**src/rtl/if_stage_if.sv**
```systemverilog
// Fetch-stage bus: control inputs, ROM fetch port and the IF/ID register outputs.
// The master modport is the fetch stage; the slave modport is its environment.
interface if_stage_if;
  logic        stall_if;
  logic        stall_id;
  logic        flush;
  logic [31:0] new_pc;
  logic        branch_flag;
  logic [31:0] branch_target;
  logic [31:0] inst_i;
  logic [31:0] pc_o;
  logic        ce_o;
  logic [31:0] id_pc_o;
  logic [31:0] id_inst_o;
  logic        id_valid_o;
  logic        id_adel_o;

  modport master (
    input  stall_if, stall_id, flush, new_pc, branch_flag, branch_target, inst_i,
    output pc_o, ce_o, id_pc_o, id_inst_o, id_valid_o, id_adel_o
  );

  modport slave (
    output stall_if, stall_id, flush, new_pc, branch_flag, branch_target, inst_i,
    input  pc_o, ce_o, id_pc_o, id_inst_o, id_valid_o, id_adel_o
  );
endinterface

```
**src/rtl/if_stage.sv**
```systemverilog
// MIPS32 instruction-fetch stage: owns the PC, drives the instruction ROM and
// fills the IF/ID register with delay-slot-aware sequencing, stalls and flushes.
module if_stage #(
  parameter logic [31:0] RESET_PC = 32'h0000_0000,
  parameter logic [31:0] PC_STEP  = 32'h0000_0004
) (
  input logic        clk,
  input logic        rst,
  if_stage_if.master bus
);

  logic [31:0] pc_r;
  logic        ce_r;
  logic [31:0] id_pc_r;
  logic [31:0] id_inst_r;
  logic        id_valid_r;
  logic        id_adel_r;

  logic        stall_s;
  logic [31:0] pc_next_s;
  logic        adel_s;
  logic [31:0] inst_s;

  function automatic logic misaligned(input logic [31:0] addr);
    return addr[1:0] != 2'b00;
  endfunction

  // Next-PC selection and the word to capture into IF/ID this cycle.
  always_comb begin
    // An ID stall alone is treated as a full stall so IF never overruns a held IF/ID.
    stall_s = bus.stall_if | bus.stall_id;
    adel_s  = ce_r & misaligned(pc_r);

    if (adel_s || !ce_r) begin
      inst_s = 32'h0000_0000;
    end else begin
      inst_s = bus.inst_i;
    end

    if (!ce_r) begin
      pc_next_s = pc_r;
    end else if (bus.flush) begin
      pc_next_s = bus.new_pc;
    end else if (stall_s) begin
      pc_next_s = pc_r;
    end else if (bus.branch_flag) begin
      // pc_r already points at the delay slot, which is captured on this same edge.
      pc_next_s = bus.branch_target;
    end else begin
      pc_next_s = pc_r + PC_STEP;
    end
  end

  // PC, fetch enable and IF/ID register state.
  always_ff @(posedge clk) begin
    if (rst) begin
      pc_r       <= RESET_PC;
      ce_r       <= 1'b0;
      id_pc_r    <= 32'h0000_0000;
      id_inst_r  <= 32'h0000_0000;
      id_valid_r <= 1'b0;
      id_adel_r  <= 1'b0;
    end else begin
      ce_r <= 1'b1;
      pc_r <= pc_next_s;
      if (bus.flush) begin
        id_pc_r    <= 32'h0000_0000;
        id_inst_r  <= 32'h0000_0000;
        id_valid_r <= 1'b0;
        id_adel_r  <= 1'b0;
      end else if (bus.stall_id) begin
        id_pc_r    <= id_pc_r;
        id_inst_r  <= id_inst_r;
        id_valid_r <= id_valid_r;
        id_adel_r  <= id_adel_r;
      end else if (bus.stall_if) begin
        id_pc_r    <= 32'h0000_0000;
        id_inst_r  <= 32'h0000_0000;
        id_valid_r <= 1'b0;
        id_adel_r  <= 1'b0;
      end else begin
        id_pc_r    <= pc_r;
        id_inst_r  <= inst_s;
        id_valid_r <= ce_r;
        id_adel_r  <= adel_s;
      end
    end
  end

  assign bus.pc_o       = pc_r;
  assign bus.ce_o       = ce_r;
  assign bus.id_pc_o    = id_pc_r;
  assign bus.id_inst_o  = id_inst_r;
  assign bus.id_valid_o = id_valid_r;
  assign bus.id_adel_o  = id_adel_r;

endmodule

```
**src/flat_wrapper.sv**
```systemverilog
// flat-port wrapper written by rule: the top's interface ports become plain ports
module if_stage_flat 
#(
  parameter logic [31:0] RESET_PC = 32'h0000_0000,
  parameter logic [31:0] PC_STEP  = 32'h0000_0004
)
  (clk, rst, bus_stall_if, bus_stall_id, bus_flush, bus_new_pc, bus_branch_flag, bus_branch_target, bus_inst_i, bus_pc_o, bus_ce_o, bus_id_pc_o, bus_id_inst_o, bus_id_valid_o, bus_id_adel_o);
  if_stage_if bus_i ();
  input logic clk;
  input logic rst;
  input wire logic [$bits(bus_i.stall_if)-1:0] bus_stall_if;
  input wire logic [$bits(bus_i.stall_id)-1:0] bus_stall_id;
  input wire logic [$bits(bus_i.flush)-1:0] bus_flush;
  input wire logic [$bits(bus_i.new_pc)-1:0] bus_new_pc;
  input wire logic [$bits(bus_i.branch_flag)-1:0] bus_branch_flag;
  input wire logic [$bits(bus_i.branch_target)-1:0] bus_branch_target;
  input wire logic [$bits(bus_i.inst_i)-1:0] bus_inst_i;
  output wire logic [$bits(bus_i.pc_o)-1:0] bus_pc_o;
  output wire logic [$bits(bus_i.ce_o)-1:0] bus_ce_o;
  output wire logic [$bits(bus_i.id_pc_o)-1:0] bus_id_pc_o;
  output wire logic [$bits(bus_i.id_inst_o)-1:0] bus_id_inst_o;
  output wire logic [$bits(bus_i.id_valid_o)-1:0] bus_id_valid_o;
  output wire logic [$bits(bus_i.id_adel_o)-1:0] bus_id_adel_o;
  assign bus_i.stall_if = bus_stall_if;
  assign bus_i.stall_id = bus_stall_id;
  assign bus_i.flush = bus_flush;
  assign bus_i.new_pc = bus_new_pc;
  assign bus_i.branch_flag = bus_branch_flag;
  assign bus_i.branch_target = bus_branch_target;
  assign bus_i.inst_i = bus_inst_i;
  assign bus_pc_o = bus_i.pc_o;
  assign bus_ce_o = bus_i.ce_o;
  assign bus_id_pc_o = bus_i.id_pc_o;
  assign bus_id_inst_o = bus_i.id_inst_o;
  assign bus_id_valid_o = bus_i.id_valid_o;
  assign bus_id_adel_o = bus_i.id_adel_o;
  if_stage #(.RESET_PC(RESET_PC), .PC_STEP(PC_STEP)) u_core (.clk(clk), .rst(rst), .bus(bus_i));
endmodule
```
**config.mk**
```make
export PLATFORM = sky130hd
export DESIGN_NAME = if_stage_flat
export DESIGN_NICKNAME = d
export VERILOG_FILES = /design/src/rtl/if_stage_if.sv /design/src/rtl/if_stage.sv /design/src/flat_wrapper.sv
export SDC_FILE = /design/constraint.sdc
export NUM_CORES = 1
export LEC_CHECK = 0
export ABC_AREA = 1
export BUFFER_PORTS_ARGS = -buffer_cell sky130_fd_sc_hd__buf_2
export CAP_MARGIN = 10
export CORE_MARGIN = 2
export CORE_UTILIZATION = 48
export DETAILED_ROUTE_END_ITERATION = 12
export PLACE_DENSITY = 0.88
export SLEW_MARGIN = 20
export SYNTH_ARGS = -nofsm -noshare
export SYNTH_HDL_FRONTEND = slang
export SYNTH_SLANG_ARGS = --single-unit
export TNS_END_PERCENT = 5
```
**constraint.sdc**
```tcl
create_clock -name clk -period 2 [get_ports clk]
set_input_delay 0.4 -clock clk [delete_from_list [all_inputs] [get_ports clk]]
set_output_delay 0.4 -clock clk [all_outputs]
set_load 0.01 [all_outputs]
```
# --- Yosys cells after proc, flatten, opt, wreduce, memory -nomap -nowiden ---
# Index checks and enable logic that the tools add are counted.
op_classes:
  addsub: 1
  multipliers: 0
  n_div: 0
  n_lt_le_gt_ge: 0
  n_eq_ne: 1
  shift: 0
  muxes: 9
  bitwise_logic: 2
  n_reduce_logical: 5
ops:
  columns: ["op", "n"]
  rows:
  - ["32-bit 2-to-1 mux", 6]
  - ["32-bit by 3-bit adder with 32-bit output (second input constant)", 1]
  - ["1-bit 2-to-1 mux", 3]
  - ["2-bit != test (second input constant)", 1]
  - ["2-bit AND reduction", 1]
  - ["2-bit nonzero test", 1]
  - ["2-bit OR reduction", 1]
  - ["1-bit bitwise AND", 1]
  - ["1-bit logical NOT", 1]
  - ["1-bit logical OR", 1]
  - ["1-bit OR", 1]
totals:
  ff_bits: 99
  latchBits: 0
  mem_bits_rw: 0
  romBits: 0
  inputBits: 102
  output_inout_bits: 99
  mem_count: 0

# --- Depth between registers and ports, before layout ---
logic_depth:
  word_depth: 5
  depth_mapped: 11
  ltp_nobuf: 11

# --- Least setup slack after synthesis ---
# Ideal clock, no wire load.
synth_path:
  kind: "register to register"
  from: "reg u_core.pc_r[2] (netlist: u_core.bus.pc_o[2])"
  to: "reg u_core.pc_r[8] (netlist: u_core.bus.pc_o[8])"
  setup_ns: 0.109
  arrival_ns: 1.425
  required_time_ns: 1.891
  slack_ns: 0.466
  stages_incl_launch_ff: 10
  cell_sequence: "dfxtp_1 ha_1 nand3_1 nor2_2 xnor2_1 nand2_1 o211ai_1 nand3_1 nand2_1 inv_1"
synth_via:
  elab_chain_cells: 4
synth_lines:
  columns: ["element", "line_no", "text"]
  rows:
  - ["start: declaration", "if_stage.sv:12", "logic [31:0] pc_r;"]
  - ["start signal: assignment", "if_stage.sv:65", "pc_r <= pc_next_s;"]
  - ["32-bit by 3-bit adder with 32-bit output", "if_stage.sv:50", "pc_next_s = pc_r + PC_STEP;"]
  - ["32-bit 2-to-1 mux", "if_stage.sv:46", "end else if (bus.branch_flag) begin"]
  - ["32-bit 2-to-1 mux", "if_stage.sv:44", "end else if (stall_s) begin"]
  - ["32-bit 2-to-1 mux", "if_stage.sv:42", "end else if (bus.flush) begin"]
# Every way passes these cells. The select of a mux whose other input is x is not followed.
# A chain may end at the register's enable or synchronous reset.

# --- Worst setup path in the final report ---
layout_path:
  from: "reg u_core.pc_r[19] (netlist: u_core.bus.pc_o[19])"
  to: "reg u_core.pc_r[29] (netlist: u_core.bus.pc_o[29])"
# Same word-level chain as after synthesis.

==> metrics.csv <==
metric;value;unit
layout-drive-gt1-share;27.78;%
place_area;0.006026;mm2
vias;5524;
synth_most_common_cell;nand2_1;
io-pin-count;201;
cts_root_buf;clkbuf_8;
grt_first_pass_wirelength;24.26;mm
portBuffers;200;
arrival;1.97;ns
clk_pin_slew_worst_paths;0.10;ns
synth_seq_cells;99;
r2r_start;u_core.bus.pc_o[19]$_SDFFE_PP0P_;
firstDrtPassIters;5;
antenna_found_initial;1;
drc_errors;0;
syn_avg_cell_area;6.562;um2
ys.flop_type;dfxtp_1;
netlist_top_cells_area;dfxtp_1 (41%), nand2_1 (20%), a21oi_1 (12%), nor2_1 (5.3%), nand3_1 (4.1%);
synth_fp_nets;844;
cts_tree;built;
place_inst;1054;
ys_types;32;
hpwl;10.91;mm
drt_iter0_drc;420;
powerDensity;654.8;mW/mm2
grt_max_degree;67;
worst_slack;0.3282;ns
period_share;83.59;%
synth-seq-area-share;40.76;%
crit_type;reg2reg;
start_kind;register;
async_flop_share;0;%
synthTopCellsByCount;nand2_1 (260), a21oi_1 (117), dfxtp_1 (99);
hold_viol;0;
stdcell_count;1069;
cts_setup_buffers;0;
ir_drop;480.2;uV
clock_sinks;99;
rrSetupSlack;0.33;ns
slew_headroom;55.81;%
drtAntennaViolNets;0;
holdBufCountCts;0;
min_path_type;in2reg;
wl_per_cell;13.78;um
grt_overflow;0;
ctsLongestPathBuffers;2;
die_area;0.01095;mm2
syn_to_final_growth;28.10;%
finalHoldWorstSlack;0.2818;ns
worst_slew_pin_slew;0.6629;ns
worst_skew_pair.late_latency;0.36;ns
core;0.009819;mm2
tns;0;ns
regArea;0.001982;mm2
post_cts_resized;0;
filler_cell_count;935;
synth_edf_count;0;
cts_buffers;9;
leakagePower;0.002776;uW
gp_congestion;0.9605;
synthCells;741;
multi_input_area;0.002603;mm2
hold-path-endpoint;u_core.bus.id_inst_o[10]$_SDFFE_PP0N_;
drv_slew;0;
diodes;0;
min_from;bus_inst_i[10];
routed_wl;14.73;mm
yosysTopAreaCell;dfxtp_1;
crit_required;2.29;ns
h-tree-depth;3;
fin_skew;0.01114;ns
ys_warn_count;0;
setup_viol;0;
start_util;49.52;%
die_w;104.6;um
path_max_fanout;8;
rsz0062_at_grt;no;
syn_area;0.004862;mm2
rows;36;
grt_pass1_vias;5078;
synth_top_area_share;40.76;%
reg2regPathDepth;8;
critPathCaptureType;register;
vias_per_cell;5.167;
drv_cap;0;
final_area;0.006228;mm2
grtUsageTotal;26.76;%
holdPathStages;3;
pre_cts_slack;0.2704;ns
r2r-end;u_core.bus.pc_o[29]$_SDFFE_PP0P_;
final_nets;1035;
post-route-min-period;1.672;ns
status;completed;
die_h;104.6;um
fmax;598.2;MHz
## registers in the layout, summed over array words and instances, names as in the netlist
signal,count
u_core.bus.id_inst_o,32
u_core.bus.id_pc_o,32
u_core.bus.pc_o,32
u_core.bus.ce_o,1
u_core.bus.id_adel_o,1
u_core.bus.id_valid_o,1
## logic make-up (layout without fill, tap and decap cells)
logic type | after synthesis | in the layout | share of synthesized area (%)
AOI/OAI and AO/OA | 158 | 158 | 16.91
adders and majority gates | 1 | 1 | 0.2573
buffers and inverters | 72 | 267 | 5.893
DFF | 99 | 99 | 40.76
xor gates and xnor gates | 9 | 9 | 1.621
and+or+nand+nor | 402 | 402 | 34.56
## through the flow
stage	utilization [%]	power, uW
floorplan	-	2502
global placement	61.37	2781
detailed placement	61.37	2791
CTS	63.43	4098
global route	63.43	4271
finish	63.43	4078
## power by group
part,total [uW],internal [uW],leakage [uW],switching [uW]
sequential,2130,2040,0.000805,95.6
clock,1320,646,0.000103,678
combinational,623,258,0.00187,366
total,4080,2940,0.00278,1140
## cells in the final DEF (no fill, tap or decap), types with 6 or more instances in the layout
master,count
inv_1,27
nor2_1,69
nor2_2,8
dfxtp_1,99
a21oi_1,117
buf_2,200
xor2_1,6
nand2_1,259
nand3_1,40
buf_4,21
o21ai_0,24
clkbuf_8,11
## area by class of cell
| type | instances | share of cell area [%] |
|---|---|---|
| clock buffers | 12 | 2.491 |
| clock inverters | 3 | 0.7634 |
| inverters | 31 | 1.868 |
| multi-input cells | 570 | 41.78 |
| flip-flops and latches | 99 | 31.82 |
| well taps | 133 | 2.672 |
| repair buffers | 221 | 18.60 |
## worst max path at each step
stage,from,end,slack (ns),depth (start not counted)
2_1_floorplan,u_core.bus.pc_o[2]$_SDFFE_PP0P_,u_core.bus.pc_o[8]$_SDFFE_PP0P_,0.47,9
3_3_place_gp,bus_stall_id,u_core.bus.pc_o[12]$_SDFFE_PP0P_,0.32,9
3_5_place_dp,bus_stall_id,u_core.bus.pc_o[12]$_SDFFE_PP0P_,0.27,9
4_1_cts,u_core.bus.pc_o[2]$_SDFFE_PP0P_,u_core.bus.pc_o[8]$_SDFFE_PP0P_,0.34,9
5_1_grt,u_core.bus.pc_o[4]$_SDFFE_PP0P_,u_core.bus.pc_o[27]$_SDFFE_PP0P_,0.14,10
6_report,u_core.bus.pc_o[19]$_SDFFE_PP0P_,u_core.bus.pc_o[29]$_SDFFE_PP0P_,0.33,8
## critical path: stages, from the launching register on
cell and delay [ns]:
dfxtp_1 0.55, nand2_1 0.12, nor2_1 0.24, nand2_1 0.09, nor3_1 0.21, nand3_1 0.11
nand3_1 0.11, nand2_1 0.06, a21oi_1 0.12
## metal layers
layer  routed length [um]  share of wire [%]  global-route usage, %  vias to the layer above
met5                   13              0.088                      0                        -
met4                  326                2.2                  8.571                        2
met3                 1227                8.3                  5.989                       24
met2                 6865                 47                  45.28                      245
met1                 6301                 43                  33.85                     2474
li1                     -                  -                      -                     2779
(Power assumes the default switching activity.)
